$ cat config.mk
export PLATFORM = sky130hd
export DESIGN_NAME = scie_issue_ctrl
export DESIGN_NICKNAME = d
export VERILOG_FILES = /design/src/rtl/scie_pkg.sv /design/src/rtl/scie_issue_ctrl.sv
export SDC_FILE = /design/constraint.sdc
export NUM_CORES = 1
export LEC_CHECK = 0
export CAP_MARGIN = 10
export CORE_MARGIN = 1.5
export CORE_UTILIZATION = 33
export CTS_CLUSTER_DIAMETER = 40
export DETAILED_ROUTE_END_ITERATION = 8
export PLACE_DENSITY = 0.83
export SYNTH_ARGS = -nofsm -noshare
export SYNTH_HDL_FRONTEND = slang
export SYNTH_SLANG_ARGS = --single-unit
$ cat constraint.sdc
create_clock -name clock -period 1.65 [get_ports clock]
set_clock_uncertainty 0.1 [all_clocks]
set_input_delay 0.33 -clock clock [delete_from_list [all_inputs] [get_ports clock]]
set_output_delay 0.33 -clock clock [all_outputs]
set_load 0.02 [all_outputs]
$ cat src/rtl/scie_pkg.sv
// Shared defaults and FSM state encoding for the SCIE issue controller.
package scie_pkg;

    localparam int XLEN_DEF     = 32;
    localparam int TAG_W_DEF    = 5;
    localparam int PIPE_LAT_DEF = 2;
    // Wide enough for the largest legal pipeline latency (15).
    localparam int CNT_W        = 4;

    typedef enum logic [2:0] {
        IDLE      = 3'd0,
        DISPATCH  = 3'd1,
        PIPE_WAIT = 3'd2,
        MC_REQ    = 3'd3,
        MC_WAIT   = 3'd4,
        RESP      = 3'd5
    } state_e;

endpackage

$ cat src/rtl/scie_issue_ctrl.sv
// Single-outstanding issue controller: latches one core request, drives the external SCIE
// decoder/datapath, collects the unpipelined, pipelined or multicycle result and writes it back.
module scie_issue_ctrl
    import scie_pkg::*;
#(
    parameter int XLEN     = XLEN_DEF,
    parameter int TAG_W    = TAG_W_DEF,
    parameter int PIPE_LAT = PIPE_LAT_DEF
) (
    input  logic             clock,
    input  logic             reset,

    input  logic             req_valid,
    output logic             req_ready,
    input  logic [31:0]      req_insn,
    input  logic [XLEN-1:0]  req_rs1,
    input  logic [XLEN-1:0]  req_rs2,
    input  logic [TAG_W-1:0] req_tag,

    output logic [31:0]      scie_insn,
    output logic [XLEN-1:0]  scie_rs1,
    output logic [XLEN-1:0]  scie_rs2,
    input  logic             scie_unpipelined,
    input  logic             scie_pipelined,
    input  logic             scie_multicycle,
    output logic             scie_valid,
    input  logic [XLEN-1:0]  scie_rd_comb,
    input  logic [XLEN-1:0]  scie_rd_pipe,

    output logic             mc_req_valid,
    input  logic             mc_req_ready,
    input  logic             mc_resp_valid,
    input  logic [XLEN-1:0]  mc_resp_data,

    output logic             wb_valid,
    input  logic             wb_ready,
    output logic [TAG_W-1:0] wb_tag,
    output logic [XLEN-1:0]  wb_data,
    output logic             wb_illegal,

    output logic             busy
);

    state_e             state_q, state_d;
    logic [31:0]        insn_q, insn_d;
    logic [XLEN-1:0]    rs1_q, rs1_d;
    logic [XLEN-1:0]    rs2_q, rs2_d;
    logic [TAG_W-1:0]   tag_q, tag_d;
    logic [XLEN-1:0]    result_q, result_d;
    logic               illegal_q, illegal_d;
    logic [CNT_W-1:0]   cnt_q, cnt_d;

    always_ff @(posedge clock) begin
        if (reset) begin
            state_q   <= IDLE;
            insn_q    <= '0;
            rs1_q     <= '0;
            rs2_q     <= '0;
            tag_q     <= '0;
            result_q  <= '0;
            illegal_q <= 1'b0;
            cnt_q     <= '0;
        end else begin
            state_q   <= state_d;
            insn_q    <= insn_d;
            rs1_q     <= rs1_d;
            rs2_q     <= rs2_d;
            tag_q     <= tag_d;
            result_q  <= result_d;
            illegal_q <= illegal_d;
            cnt_q     <= cnt_d;
        end
    end

    always_comb begin
        state_d      = state_q;
        insn_d       = insn_q;
        rs1_d        = rs1_q;
        rs2_d        = rs2_q;
        tag_d        = tag_q;
        result_d     = result_q;
        illegal_d    = illegal_q;
        cnt_d        = cnt_q;
        req_ready    = (state_q == IDLE) && !reset;
        scie_valid   = 1'b0;
        mc_req_valid = 1'b0;
        wb_valid     = 1'b0;

        case (state_q)
            IDLE: begin
                if (req_valid && req_ready) begin
                    insn_d    = req_insn;
                    rs1_d     = req_rs1;
                    rs2_d     = req_rs2;
                    tag_d     = req_tag;
                    result_d  = '0;
                    illegal_d = 1'b0;
                    state_d   = DISPATCH;
                end
            end
            DISPATCH: begin
                // Class priority: unpipelined, then pipelined, then multicycle.
                if (scie_unpipelined) begin
                    result_d = scie_rd_comb;
                    state_d  = RESP;
                end else if (scie_pipelined) begin
                    scie_valid = 1'b1;
                    cnt_d      = CNT_W'(PIPE_LAT - 1);
                    state_d    = PIPE_WAIT;
                end else if (scie_multicycle) begin
                    state_d = MC_REQ;
                end else begin
                    result_d  = '0;
                    illegal_d = 1'b1;
                    state_d   = RESP;
                end
            end
            PIPE_WAIT: begin
                // Counter reaches zero in the cycle PIPE_LAT after the issue strobe.
                if (cnt_q == '0) begin
                    result_d = scie_rd_pipe;
                    state_d  = RESP;
                end else begin
                    cnt_d = cnt_q - 1'b1;
                end
            end
            MC_REQ: begin
                mc_req_valid = 1'b1;
                if (mc_req_ready) begin
                    state_d = MC_WAIT;
                end
            end
            MC_WAIT: begin
                if (mc_resp_valid) begin
                    result_d = mc_resp_data;
                    state_d  = RESP;
                end
            end
            RESP: begin
                wb_valid = 1'b1;
                if (wb_ready) begin
                    state_d = IDLE;
                end
            end
            default: begin
                state_d = IDLE;
            end
        endcase
    end

    assign scie_insn  = insn_q;
    assign scie_rs1   = rs1_q;
    assign scie_rs2   = rs2_q;
    assign wb_tag     = tag_q;
    assign wb_data    = result_q;
    assign wb_illegal = illegal_q && (state_q == RESP);
    assign busy       = (state_q != IDLE);

endmodule

==> parameters.txt, run 1 <==
Parameter                              Value

Pwr
  Power per standard cell area ... 1431 mW/mm^2
  Worst vdd rail ir drop ... 0.0006850 V
  Leakage power of the design ... 4.635 nW

Yosys
  Avg Inst Size Synth ... 8.365 um^2
  Count of flip-flops with a built-in enable after synthesis ... 0
  Primary FF master, synth ... sky130_fd_sc_hd__dfxtp_1
  Async set-reset flop share out of synthesis ... 0%
  Seq/Total Area, Yosys ... 50.97%
  Yosys warnings ... 0
  Synthesized cell area ... 0.005538 mm^2
  Fraction of post-synthesis cell area in the top cell type by area ... 50.97%
  Gate count of the mapped netlist ... 662
  Synthesized flop and latch total ... 141
  Distinct cells, synth ... 39
  Post-synth top area cell ... sky130_fd_sc_hd__dfxtp_1
  Largest cells by area after synthesis ... sky130_fd_sc_hd__dfxtp_1, sky130_fd_sc_hd__nand2_1, sky130_fd_sc_hd__a222oi_1
  Mapped Nets ... 870

Setup path
  Flop2flop setup slack ... -0.30 ns
  Cell class contributing the biggest share of worst-path delay ... compound AO/OA/AOI/OAI gates
  CP peak stage delay ... 0.46 ns
  Cells on worst reg2reg path ... 7
  Crit. End Element ... flop
  Chain of cells forming the critical path ... nor3b_4 -> buf_4 -> and2_4 -> buf_16 -> a222oi_1 -> nor3_4 -> a31o_1
  Kind of critical path ... reg2reg
  Critical path fanouts, max ... 8
  Arrival @ worst endpoint ... 2.15 ns
  Critical R2R Launch ... state_q[0]
  Buf+Inv Stages, Crit Path ... 2
  Slowest cell on the critical path ... sky130_fd_sc_hd__a222oi_1
  Worst setup SP type ... flop
  Reg2Reg Capture Point ... wb_data[16]
  CP required ... 1.85 ns

Clock network
  Clock latency on the worst-skew pair ... 0.41 ns
  Total clock buffers created by CTS ... 17
  Clock Path Buffers ... 2
  Hold-fix buffers at CTS ... 0
  TritonCTS clock tree ... built
  Clock sinks ... 141
  Maximum level of the CTS H-tree ... 4
  Clock-pin slew on the worst setup and hold paths ... 0.06 ns
  Root buffer cell ... sky130_fd_sc_hd__clkbuf_16

Min path
  End of the worst hold path ... state_q[0]
  Hold Path Class ... in2reg
  Number of cells on the worst hold path ... 3
  Worst min-delay path startpoint ... reset

Cells and area
  Number of antenna diodes ... 0
  Synth-to-layout area growth ... 94.69%
  Fraction of final layout cells with drive strength greater than 1 ... 15.11%
  Most frequent standard cell in the layout excluding fill and tap cells ... sky130_fd_sc_hd__nand2_1
  Top library cells by usage in the layout, fill and taps aside ... sky130_fd_sc_hd__nand2_1, sky130_fd_sc_hd__clkdlybuf4s50_1, sky130_fd_sc_hd__dfxtp_1, sky130_fd_sc_hd__dlygate4sd2_1, sky130_fd_sc_hd__o21ai_1
  Filler Cells Inserted ... 1,322
  Net total in the final layout ... 1,254
  Post-route cell area ... 0.01078 mm^2
  Final core utilization ... 65.48%

Detailed routing
  Detailed-route via count ... 6,579
  Final routed wirelength across all metal layers ... 22.68 mm
  Number of vias per cell after detailed routing ... 5.144
  Routed wirelength normalized by instance count ... 17.73 um
  DRC violation total after the first TritonRoute iteration ... 408
  Iteration count of the initial detailed-routing pass ... 5
  Number of routed nets with antenna violations ... 0
  Residual DRC count ... 0

Place
  Placed Instance Area ... 0.009449 mm^2
  Count of buffers from port buffering ... 344
  Detail Placement HPWL ... 13.81 mm
  Final Wtd Congestion ... 0.8593
  Pre-CTS setup slack ... -0.4421 ns

Floorplanning
  Die height ... 132.5 um
  Site Rows ... 47
  Placeable Area ... 0.01647 mm^2
  Number of I/O pins ... 345
  Effective utilization at floorplan ... 33.63%
  Die ar. ... 0.01757 mm^2
  Width of the die ... 132.5 um

GRT
  Vias in the first global route ... 6,443
  Antenna violations before repair ... 0
  Overflow left after global routing ... 0
  Largest net degree at the start of global routing ... 54
  Global-route wire length before repair ... 32.11 mm
  Total global routing track utilization ... 22.97%

STA
  Number of pins exceeding their max-slew limit in the final report ... 0
  Final-report setup violation count ... 103
  Tightest Pin Transition ... 0.4777 ns
  Maximum clock frequency ... 512.6 MHz
  Sum of negative setup slack ... -21.15 ns
  Fin. Hold Viols ... 0
  RSZ-0062 raised after global routing ... yes
  Final WS setup ... -0.3009 ns
  Min Clock Period, post-route ... 1.951 ns
  Final worst-path cycle share ... 118.2%
  Rel. slew slack ... 68.16%

Flow run
  # Max-Cap Violations ... 0

Outcome
  Run status ... complete, but fails checks
  Failing checks ... negative setup slack
## sequential cells by signal, indices dropped and copies added (netlist names)
signal and flops:
scie_rs1 32, state_q 3, cnt_q 4, scie_rs2 32, wb_tag 5, scie_insn 32, wb_data 32, illegal_q 1
## cells in the mapped netlist, drive strengths merged (2+ instances only)
master	number
inv	4
dfxtp	141
nand2b	3
nor2	10
ha	2
a21oi	41
o21ai	65
and2	4
a222oi	32
nand2	207
a31o	32
buf	22
nor3b	2
nor3	37
and3b	2
clkbuf	39
nor2b	2
a22oi	3
## stage by stage
step,cells,total power [mW],hold slack (ns)
after floorplan,662,7.413,0.3446
after global placement,1207,9.962,0.3341
after detailed placement,1207,10.07,0.3396
after CTS,1256,14.69,0.2102
after global routing,1279,16.13,0.2823
final,1279,15.43,0.2792
## how the worst max path moves through the flow
stage                startpoint          end  slack (ns)  cells past startpoint
2_1_floorplan        state_q[0]  wb_data[10]      -0.006                      7
3_3_place_gp   scie_unpipelined   scie_valid       -0.39                      3
3_5_place_dp   scie_unpipelined   wb_data[9]       -0.44                      7
4_1_cts              state_q[2]   wb_illegal       -0.22                      3
5_1_grt              state_q[0]  wb_data[16]       -0.34                      7
6_report             state_q[0]  wb_data[16]       -0.30                      7
## where the power goes
part           internal [mW]  switching (mW)
clock network           2.54            1.46
logic                   3.39            3.61
registers               4.08           0.348
total                   10.0            5.42
## cells by family (layout without fill, tap and decap cells)
kind of cell,count (synthesis),count (layout),synth area share [%]
AOI/OAI and AO/OA,181,181,22.19
xor gates and xnor gates,2,2,0.3164
adders and majority gates,2,2,0.4518
buffers and inverters,65,462,5.287
DFF,141,141,50.97
muxes,1,1,0.1808
and+or+nand+nor,270,270,20.61
## cell type report
type | count | area (um^2) | share of cell area [%]
timing repair buffer | 426 | 4442 | 41.20
multi-input combinational | 456 | 2595 | 24.07
inverter | 4 | 15.01 | 0.1393
tap | 220 | 275.3 | 2.553
sequential | 141 | 2835 | 26.30
clock inverter | 10 | 135.1 | 1.253
clock buffer | 22 | 484.2 | 4.491
## worst register-to-register path, stage by stage, from the launching register on
cell	delay, ns
sky130_fd_sc_hd__dfxtp_4	0.36
sky130_fd_sc_hd__nor3b_4	0.15
sky130_fd_sc_hd__buf_4	0.13
sky130_fd_sc_hd__and2_4	0.22
sky130_fd_sc_hd__buf_16	0.17
sky130_fd_sc_hd__a222oi_1	0.46
sky130_fd_sc_hd__nor3_4	0.05
sky130_fd_sc_hd__a31o_1	0.20
## repair_timing
item / in CTS / in global routing
endpoints found under the setup margin: 174 / 105
resized for setup: 193 / 45
setup buffers: 11 / 13
pin swaps: 16 / 24
cloned: 6 / 14
## layer usage
| metal | track usage [%] | vias to the layer above | part of all wire, % |
|---|---|---|---|
| li1 | - | 3096 | - |
| met2 | 39.27 | 317 | 50 |
| met3 | 7.165 | 60 | 7.7 |
| met5 | 0 | - | 0 |
| met4 | 11.42 | 0 | 3.1 |
| met1 | 25.92 | 3106 | 40 |
No activity file was read; power rests on OpenSTA's default activity.
==> inputs of run 2 (changes only) <==
--- a/config.mk
+++ b/config.mk
@@ -5,12 +5,13 @@
 export SDC_FILE = /design/constraint.sdc
 export NUM_CORES = 1
 export LEC_CHECK = 0
+export ABC_AREA = 1
 export CAP_MARGIN = 10
 export CORE_MARGIN = 1.5
-export CORE_UTILIZATION = 33
+export CORE_UTILIZATION = 35
 export CTS_CLUSTER_DIAMETER = 40
 export DETAILED_ROUTE_END_ITERATION = 8
-export PLACE_DENSITY = 0.83
+export PLACE_DENSITY = 0.85
 export SYNTH_ARGS = -nofsm -noshare
 export SYNTH_HDL_FRONTEND = slang
 export SYNTH_SLANG_ARGS = --single-unit
==> parameters.txt, run 2 <==
Parameter                              Value

Clock network
  Root buffer cell ... sky130_fd_sc_hd__clkbuf_16 (unchanged)
  Hold-fix buffers at CTS ... 0 (unchanged)
  Clock Path Buffers ... 2 (unchanged)
  Maximum level of the CTS H-tree ... 4 (unchanged)
  Clock sinks ... 141 (unchanged)
  Clock latency on the worst-skew pair ... 0.42 ns (was 0.41 ns)
  Total clock buffers created by CTS ... 17 (unchanged)
  TritonCTS clock tree ... built (unchanged)
  Clock-pin slew on the worst setup and hold paths ... 0.07 ns (was 0.06 ns)

Place
  Placed Instance Area ... 0.009806 mm^2 (was 0.009449 mm^2)
  Detail Placement HPWL ... 16.46 mm (was 13.81 mm)
  Number of placed cells counting well taps ... 1,400 (was 1,207)
  Count of buffers from port buffering ... 344 (unchanged)
  Final Wtd Congestion ... 0.8456 (was 0.8593)

GRT
  Vias in the first global route ... 6,579 (was 6,443)
  Global-route wire length before repair ... 33.16 mm (was 32.11 mm)
  Largest net degree at the start of global routing ... 49 (was 54)
  Overflow left after global routing ... 0 (unchanged)
  Antenna violations before repair ... 0 (unchanged)
  Total global routing track utilization ... 23.90% (was 22.97%)

Detailed routing
  Residual DRC count ... 0 (unchanged)
  Number of routed nets with antenna violations ... 0 (unchanged)
  Routed wirelength normalized by instance count ... 17.75 um (was 17.73 um)
  Number of vias per cell after detailed routing ... 5.038 (was 5.144)
  Detailed-route via count ... 7,376 (was 6,579)
  Iteration count of the initial detailed-routing pass ... 5 (unchanged)
  DRC violation total after the first TritonRoute iteration ... 340 (was 408)
  Final routed wirelength across all metal layers ... 25.99 mm (was 22.68 mm)

Cells and area
  Post-route cell area ... 0.01149 mm^2 (was 0.01078 mm^2)
  Fraction of final layout cells with drive strength greater than 1 ... 19.77% (was 15.11%)
  Number of standard cells in the final layout excluding fillers ... 1,464 (was 1,279)
  Number of antenna diodes ... 0 (unchanged)
  Net total in the final layout ... 1,439 (was 1,254)
  Filler Cells Inserted ... 1,267 (was 1,322)
  Synth-to-layout area growth ... 93.04% (was 94.69%)
  Top library cells by usage in the layout, fill and taps aside ... sky130_fd_sc_hd__nand2_1, sky130_fd_sc_hd__clkdlybuf4s50_1, sky130_fd_sc_hd__dfxtp_1, sky130_fd_sc_hd__dlygate4sd2_1, sky130_fd_sc_hd__a21oi_1 (was sky130_fd_sc_hd__nand2_1, sky130_fd_sc_hd__clkdlybuf4s50_1, sky130_fd_sc_hd__dfxtp_1, sky130_fd_sc_hd__dlygate4sd2_1, sky130_fd_sc_hd__o21ai_1)
  Most frequent standard cell in the layout excluding fill and tap cells ... sky130_fd_sc_hd__nand2_1 (unchanged)

Yosys
  Gate count of the mapped netlist ... 849 (was 662)
  Most frequently used cell type in the post-synthesis netlist ... sky130_fd_sc_hd__nand2_1 (unchanged)
  Xor/xnor share of the synthesized area ... 0% (was 0.3163%)
  Fraction of post-synthesis cell area in the top cell type by area ... 47.43% (was 50.97%)
  Synthesized flop and latch total ... 141 (unchanged)
  Largest family of logic cells by synthesized area ... simple AND/OR/NAND/NOR gates (was compound AO/OA/AOI/OAI gates)
  Post-synth top area cell ... sky130_fd_sc_hd__dfxtp_1 (unchanged)
  Primary FF master, synth ... sky130_fd_sc_hd__dfxtp_1 (unchanged)
  Async set-reset flop share out of synthesis ... 0% (unchanged)
  Area fraction in compound gates after synthesis ... 11.21% (was 22.19%)
  Yosys warnings ... 0 (unchanged)
  Simple-gate share of the synthesized area ... 34.86% (was 20.61%)
  Mapped Nets ... 1,057 (was 870)
  Seq/Total Area, Yosys ... 47.43% (was 50.97%)
  Largest cells by area after synthesis ... sky130_fd_sc_hd__dfxtp_1, sky130_fd_sc_hd__nand2_1, sky130_fd_sc_hd__a21oi_1 (was sky130_fd_sc_hd__dfxtp_1, sky130_fd_sc_hd__nand2_1, sky130_fd_sc_hd__a222oi_1)
  Count of flip-flops with a built-in enable after synthesis ... 0 (unchanged)
  Avg Inst Size Synth ... 7.009 um^2 (was 8.365 um^2)
  Distinct cells, synth ... 25 (was 39)
  Top cell types by occurrence after synthesis ... sky130_fd_sc_hd__nand2_1, sky130_fd_sc_hd__nor2_1, sky130_fd_sc_hd__dfxtp_1 (was sky130_fd_sc_hd__nand2_1, sky130_fd_sc_hd__dfxtp_1, sky130_fd_sc_hd__o21ai_1)
  Synthesized cell area ... 0.005951 mm^2 (was 0.005538 mm^2)
  Portion of netlist area occupied by mux cells ... 0% (was 0.1808%)
  Adder and majority cell fraction of the synthesized area ... 0.4205% (was 0.4519%)

Setup path
  CP required ... 1.85 ns (about the same)
  Worst setup SP type ... flop (unchanged)
  CP peak stage delay ... 0.33 ns (was 0.46 ns)
  Critical path origin ... state_q[1] (was state_q[0])
  Arrival @ worst endpoint ... 2.12 ns (was 2.15 ns)
  Critical R2R Launch ... state_q[1] (was state_q[0])
  Chain of cells forming the critical path ... buf_6 -> nor2_4 -> buf_6 -> buf_6 -> nand3_4 -> nor2_4 -> buf_12 -> inv_16 -> clkbuf_16 -> nor2_2 -> a21oi_1 (was nor3b_4 -> buf_4 -> and2_4 -> buf_16 -> a222oi_1 -> nor3_4 -> a31o_1)
  Critical path fanouts, max ... 13 (was 8)
  Cell class contributing the biggest share of worst-path delay ... buffers and inverters (was compound AO/OA/AOI/OAI gates)
  Buf+Inv Stages, Crit Path ... 6 (was 2)
  Cell occurring most often along the worst timing path ... sky130_fd_sc_hd__buf_6
  Slowest cell on the critical path ... sky130_fd_sc_hd__dfxtp_2 (was sky130_fd_sc_hd__a222oi_1)
  Kind of critical path ... reg2reg (unchanged)
  Crit. End Element ... flop (unchanged)

STA
  Final-report setup violation count ... 125 (was 103)
  Sum of negative setup slack ... -21.87 ns (was -21.15 ns)
  RSZ-0062 raised after global routing ... yes (unchanged)
  Fin. Hold Viols ... 0 (unchanged)
  Rel. slew slack ... 74.90% (was 68.16%)
  Final WS setup ... -0.2646 ns (was -0.3009 ns)
  Maximum clock frequency ... 522.3 MHz (was 512.6 MHz)
  Final worst-path cycle share ... 116.0% (was 118.2%)
  Tightest Pin Transition ... 0.3765 ns (was 0.4777 ns)
  Number of pins exceeding their max-slew limit in the final report ... 0 (unchanged)
  Min Clock Period, post-route ... 1.915 ns (was 1.951 ns)

Floorplanning
  Placeable Area ... 0.01658 mm^2 (was 0.01647 mm^2)
  Effective utilization at floorplan ... 35.88% (was 33.63%)
  Width of the die ... 133.4 um (was 132.5 um)
  Die height ... 133.4 um (was 132.5 um)
  Die ar. ... 0.01779 mm^2 (was 0.01757 mm^2)
  Number of I/O pins ... 345 (unchanged)
  Site Rows ... 47 (unchanged)

Min path
  Hold Path Class ... in2reg (unchanged)
  Worst min-delay path startpoint ... req_rs2[28] (was reset)

Pwr
  Worst vdd rail ir drop ... 0.001085 V (was 0.0006850 V)
  Leakage power of the design ... 5.311 nW (was 4.635 nW)
  Power per standard cell area ... 1729 mW/mm^2 (was 1431 mW/mm^2)

Flow run
  # Max-Cap Violations ... 0 (unchanged)

Outcome
  Run status ... complete, but fails checks (unchanged)
  Failing checks ... negative setup slack (unchanged)
## run 2: changes by cell type in the layout (fill, tap and decap cells not counted), sizes merged, moves of 9 or more
| cell | previous run | this run |
|---|---|---|
| a21oi | 41 | 113 |
| o21bai | 0 | 9 |
| nand3 | 0 | 65 |
| o21ai | 65 | 3 |
| nand2 | 207 | 285 |
| a31o | 32 | 0 |
| a222oi | 32 | 0 |
| buf | 75 | 65 |
| inv | 5 | 22 |
| nor3 | 37 | 2 |
| nor2 | 10 | 152 |
## run 2: area by class of cell
cell class / count / area, um^2 / share of cell area (%)
tap: 220 / 275.3 / 2.396
sequential: 141 / 2826 / 24.61
clock buffer: 18 / 439.2 / 3.823
timing repair inverter: 2 / 25.02 / 0.2178
multi-input combinational: 635 / 3273 / 28.49
clock inverter: 14 / 227.7 / 1.982
inverter: 16 / 78.83 / 0.6862
timing repair buffer: 418 / 4342 / 37.80
## run 2: worst paths after layout
check | cells after the start | slack, ns | endpoint
hold / removal | 3 | 0.36 | scie_rs2[28]
hold reg to reg | 2 | 0.36 | wb_tag[1]
setup reg to reg | 11 | -0.26 | scie_rs1[26]
setup / recovery | 11 | -0.26 | scie_rs1[26]
## run 2: timing repair
| action | 4_1_cts | 5_1_grt |
|---|---|---|
| hold endpoints to repair | 0 | 0 |
| setup endpoints to repair | 275 | 146 |
| gates cloned | 0 | 20 |
| pin swaps | 4 | 10 |
| buffers inserted | 3 | 9 |
| resized for setup | 174 | 179 |
## run 2: worst register-to-register path, cell delays in order, from the launching register on
cell	delay (ns)
sky130_fd_sc_hd__dfxtp_2	0.33
sky130_fd_sc_hd__buf_6	0.12
sky130_fd_sc_hd__nor2_4	0.14
sky130_fd_sc_hd__buf_6	0.14
sky130_fd_sc_hd__buf_6	0.10
sky130_fd_sc_hd__nand3_4	0.07
sky130_fd_sc_hd__nor2_4	0.20
sky130_fd_sc_hd__buf_12	0.17
sky130_fd_sc_hd__inv_16	0.07
sky130_fd_sc_hd__clkbuf_16	0.19
sky130_fd_sc_hd__nor2_2	0.11
sky130_fd_sc_hd__a21oi_1	0.07
## run 2: through the flow
stage,util [%],setup WS (ns),hold WS [ns],total power [mW]
final,69.27,-0.2646,0.3550,19.86
after global routing,69.27,-0.3200,0.3596,20.85
after floorplan,-,0.06392,0.3329,10.23
after global placement,59.13,-0.5361,0.3466,14.14
after detailed placement,59.13,-0.5160,0.3496,14.34
after CTS,62.59,-0.2124,0.3324,18.10
## run 2: logic make-up (layout without fill, tap and decap cells)
| logic type | count (synthesis) | in the layout |
|---|---|---|
| AOI/OAI and AO/OA | 127 | 127 |
| buffers and inverters | 73 | 468 |
| and+or+nand+nor | 506 | 506 |
| DFF | 141 | 141 |
| adders and majority gates | 2 | 2 |
## run 2: where the power goes
part | internal, mW | switching [mW] | leakage (nW)
combinational | 4.43 | 5.78 | 3.82
sequential | 4.58 | 0.700 | 1.16
clock | 2.76 | 1.61 | 0.328
total | 11.8 | 8.09 | 5.31
## run 2: layer usage
layer	vias up	wire [um]	track usage (%)
met5	-	0	0
met1	3406	8893	23.94
met4	0	1095	9.843
li1	3484	-	-
met2	407	13510	44.50
met3	79	2488	8.752
